`config.mk`:
```
export PLATFORM = sky130hd
export DESIGN_NAME = wc_stream_driver
export DESIGN_NICKNAME = d
export VERILOG_FILES = /design/src/rtl/wc_stream_driver.sv
export SDC_FILE = /design/constraint.sdc
export NUM_CORES = 1
export LEC_CHECK = 0
export ABC_AREA = 1
export CAP_MARGIN = 20
export CORE_UTILIZATION = 56
export DETAILED_ROUTE_END_ITERATION = 6
export PLACE_DENSITY = 0.87
export REMOVE_ABC_BUFFERS = 1
export SLEW_MARGIN = 20
export SYNTH_ARGS = -nofsm -noshare
export SYNTH_HDL_FRONTEND = slang
export SYNTH_SLANG_ARGS = --single-unit
```
`constraint.sdc`:
```
create_clock -name clk -period 4.68 [get_ports clk]
set_input_delay 1.17 -clock clk [delete_from_list [all_inputs] [get_ports clk]]
set_output_delay 1.17 -clock clk [all_outputs]
set_load 0.05 [all_outputs]
```
`src/rtl/wc_stream_driver.sv`:
```
// Host-side driver for the Winograd core: packs bytes into D words, tracks them through the
// core latency, and queues Z results. Optional in_last early flush under WC_DRV_FLUSH_EN.
module wc_stream_driver #(
  parameter int LANES      = 10,
  parameter int DW         = 8,
  parameter int ZW         = 4,
  parameter int CORE_LAT   = 4,
  parameter int FIFO_DEPTH = 4
) (
  input  logic                  clk,
  input  logic                  rst,
  input  logic [DW-1:0]         in_data,
  input  logic                  in_valid,
`ifdef WC_DRV_FLUSH_EN
  input  logic                  in_last,
`endif
  output logic                  in_ready,
  output logic [LANES*DW-1:0]   d_out,
  input  logic [LANES*ZW-1:0]   z_in,
  output logic [LANES*ZW-1:0]   out_data,
  output logic                  out_valid,
  input  logic                  out_ready
);
  localparam int IW = (LANES > 1) ? $clog2(LANES) : 1;
  localparam int PW = $clog2(FIFO_DEPTH);
  localparam int CW = $clog2(FIFO_DEPTH + CORE_LAT + 1) + 1;

  typedef enum logic {S_FILL, S_WAIT} state_t;

  state_t                state_q, state_n;
  logic [IW-1:0]         idx_q;
  logic [LANES*DW-1:0]   pack_q, pack_w;
  logic [CORE_LAT-1:0]   tag_q, tag_next;
  logic [LANES*ZW-1:0]   mem [FIFO_DEPTH];
  logic [PW-1:0]         wptr_q, rptr_q;
  logic [PW:0]           cnt_q;
  logic [CW-1:0]         occ;
  logic                  accept, word_done, launch, credit, capture, pop, last_in;

`ifdef WC_DRV_FLUSH_EN
  assign last_in = in_last;
`else
  assign last_in = 1'b0;
`endif

  assign in_ready  = (state_q == S_FILL) && !rst;
  assign accept    = in_valid && in_ready;
  assign word_done = accept && ((idx_q == IW'(LANES-1)) || last_in);
  assign capture   = tag_q[CORE_LAT-1];
  assign out_valid = (cnt_q != '0);
  assign pop       = out_valid && out_ready;
  assign out_data  = out_valid ? mem[rptr_q] : '0;

  generate
    if (CORE_LAT == 1) begin : g_tag1
      assign tag_next = launch;
    end else begin : g_tagn
      assign tag_next = {tag_q[CORE_LAT-2:0], launch};
    end
  endgenerate

  // Credit uses pre-edge occupancy only; a same-cycle pop is deliberately ignored.
  always_comb begin
    occ = CW'(cnt_q);
    for (int i = 0; i < CORE_LAT; i++) occ = occ + CW'(tag_q[i]);
    credit = occ < CW'(FIFO_DEPTH);
  end

  // Upper lanes are already zero after each launch, so an early flush needs no masking.
  always_comb begin
    pack_w = pack_q;
    if (accept)
      for (int k = 0; k < LANES; k++)
        if (idx_q == IW'(k)) pack_w[k*DW +: DW] = in_data;
  end

  always_comb begin
    state_n = state_q;
    launch  = 1'b0;
    case (state_q)
      S_FILL: if (word_done) begin
        if (credit) launch = 1'b1;
        else        state_n = S_WAIT;
      end
      S_WAIT: if (credit) begin
        launch  = 1'b1;
        state_n = S_FILL;
      end
      default: state_n = S_FILL;
    endcase
  end

  always_ff @(posedge clk) begin
    if (rst) state_q <= S_FILL;
    else     state_q <= state_n;
  end

  always_ff @(posedge clk) begin
    if (rst) begin
      idx_q  <= '0;
      pack_q <= '0;
      d_out  <= '0;
      tag_q  <= '0;
      wptr_q <= '0;
      rptr_q <= '0;
      cnt_q  <= '0;
    end else begin
      tag_q <= tag_next;
      if (launch) begin
        d_out  <= pack_w;
        pack_q <= '0;
        idx_q  <= '0;
      end else if (accept) begin
        pack_q <= pack_w;
        idx_q  <= word_done ? '0 : idx_q + IW'(1);
      end
      if (capture) wptr_q <= wptr_q + PW'(1);
      if (pop)     rptr_q <= rptr_q + PW'(1);
      case ({capture, pop})
        2'b10:   cnt_q <= cnt_q + (PW+1)'(1);
        2'b01:   cnt_q <= cnt_q - (PW+1)'(1);
        default: cnt_q <= cnt_q;
      endcase
    end
  end

  always_ff @(posedge clk) begin
    if (!rst && capture) mem[wptr_q] <= z_in;
  end
endmodule

```
==> metrics <==
post-route ant nets 0; most common cell after layout, fill and taps aside nand2_1; setup bufs post-CTS 0; clk_skew approximately 18 ps; final hold vios 0; syn_area_per_cell approximately 8.7 sq um; P_leak roughly 0.0070 uW; Port Buffers roughly 170; max_cap viols 0; dominant cells by area after synthesis edfxtp_1, dfxtp_1, nand2_1; H-tree level count 2; number of remaining DRC errors 0; Worst Hold Class flip-flop to flip-flop; Synth area leader edfxtp_1; flop2flop setup slack roughly 1700 ps; CTS resizes 0; Synth Area in XOR/XNOR 0%; Cell variety after synth 27; Peak VDD IR approximately 0.31 mV; total gr overflow 0; clock period minus worst slack 4160 ps; DR WL/cell between 15 and 20 microns; RSZ-0062 raised after global routing no; via count 11.7k; first-pass GRT wire length about 55000 microns; drt first pass iters 5; Final Setup Violations 0; flops & latches, synth approximately 340; # fillers 1785; Synth Area in Simple Gates 27.0%; hpwl dp ~20000 microns; Tcrit/Tclk final 88.9%; Ports 174; Initial Utilization between 50% and 60%; area occupied by multi-input gates between 5000 and 6000 sq um; TritonCTS Buffers 35; Hold Buf Count CTS 0; die span in x 161 microns; total die area roughly 26000 sq um; Crit Reg-Reg Startpoint idx_q[0]; Clock Tree Buf Depth 3; Worst setup EP type primary output; number of antenna violations at the first check in global routing 1; nets@finish roughly 1.8k; WHS 437 ps; post-synthesis mux area share 0%; Worst Path Required 3510 ps; CTS root buf clkbuf_16; Peak Freq 240 MHz; Tot GR Track Use 26.2%; Die Height approximately 160 microns; Yosys warnings 0; final setup TNS 0 ps; Compound-Gate Fraction of Synth Area between 8 and 9%; via/cell ratio around 5.6; Post-Syn Area between 10000 and 15000 sq um; Layout area overhead 21.3%; sequential share of the synthesized area 59.2%; largest net degree at the start of global routing 89; critical path class flip-flop to primary output; Adder-Cell Fraction of Synth Area 1.26%; Sink Count ~340; worst reg2reg path endpoint d_out[67]; # rows 57; storage element area around 8400 sq um; clock-pin slew on the worst setup and hold paths around 60 ps; FF-to-FF path depth 8; vias in the first global route between 10k and 15k; Mapped Cells ~1.6k; largest family of logic cells by synthesized area simple AND/OR/NAND/NOR gates; Critical Path Fanout Max 80; core area 24500 sq um; Synth top area share around 34%; Clock Latency Late Sink 510 ps; pins over their slew limit 0; Power, Total between 6000 and 7000 uW; most frequent cells in the layout nand2_1, nand3_1, dfxtp_1; share of cells above drive strength 1 a little under 6%; Worst Tran Pin Value ~940 ps; CTS tree yes; status finished, final reports clean; Setup crit end out_data[29]; CP startpoint kind flip-flop; RePlAce Congestion approximately 0.81; pwr/cell area around 350 nW/um^2; Slew headroom around 37%; Post-Route WL between 30000 and 40000 microns; Critical Path AT 2990 ps; Starting DRT DRC Count between 1k and 1.5k
## Yosys cell counts, drive strengths merged
cell type and n:
nand3 204, nor2 182, a22oi 1, inv 27, clkbuf 83, dfxtp 178, edfxtp 160, o21ai 89
nor3 2, buf 36, nand4 40, nand2 482, clkinv 1, ha 11, a21oi 130, fa 2
## worst min-delay path by stage
| stage | from | to | slack [ps] | cells after the start |
|---|---|---|---|---|
| floorplan | tag_q[2] | tag_q[3] | 400 | 2 |
| global placement | tag_q[2] | tag_q[3] | 420 | 2 |
| detailed placement | tag_q[2] | tag_q[3] | 430 | 2 |
| CTS | tag_q[2] | tag_q[3] | 440 | 2 |
| global route | tag_q[2] | tag_q[3] | 470 | 2 |
| finish | tag_q[2] | tag_q[3] | 440 | 2 |
## metal layers
| layer | GRT usage [%] | routed length, microns |
|---|---|---|
| met1 | 33.2 | 13900 |
| met2 | 45.4 | 16600 |
| met3 | 4.52 | 2870 |
| met4 | 8.92 | 916 |
| met5 | 0 | 19 |
## metrics by stage
stage               setup WS, ps  util, %  instance area, sq um  std cells
global route                 346     69.9                 17100       2094
detailed placement           703     65.1                 16000       2030
global placement             707     65.1                 16000       2030
CTS                          511     69.9                 17100       2094
floorplan                  -1010        -                 13600       1509
finish                       521     69.9                 17100       2095
## worst max-delay path, stage by stage, from the launching register on
cell	delay (ps)
dfxtp_2	340
buf_4	640
nor2_1	120
nor2_1	120
o21ai_0	120
a21oi_1	230
clkdlybuf4s50_1	880
## sequential cells by signal (all words and copies together), names as in the netlist, named ones only
register	cells
cnt_q	3
d_out	80
idx_q	4
mem	160
pack_q	80
rptr_q	2
state_q	1
tag_q	4
wptr_q	2
## cell type report
cell class,count,area share [%]
Timing Repair Buffer,197,11.3
Clock inverter,20,1.23
Multi-Input combinational cell,1143,30.1
Tap cell,324,2.36
Sequential cell,338,48.8
Antenna cell,1,0.0146
Inverter,28,0.628
Clock buffer,44,5.54
## where the power goes
part	switching [uW]	internal, uW	leakage, uW
logic	133	61.4	0.00355
clock network	1120	1670	0.000572
registers	4.14	3100	0.00287
total	1260	4830	0.00699
## cell families (layout without fill, tap and decap cells)
kind of cell	after synthesis	in the layout
AND/OR/NAND/NOR	910	910
AO/OA/AOI/OAI	220	220
flip-flops	338	338
other	0	1
adder cells (fa/ha/maj)	13	13
buffers and inverters	147	289
(Power assumes the default switching activity.)
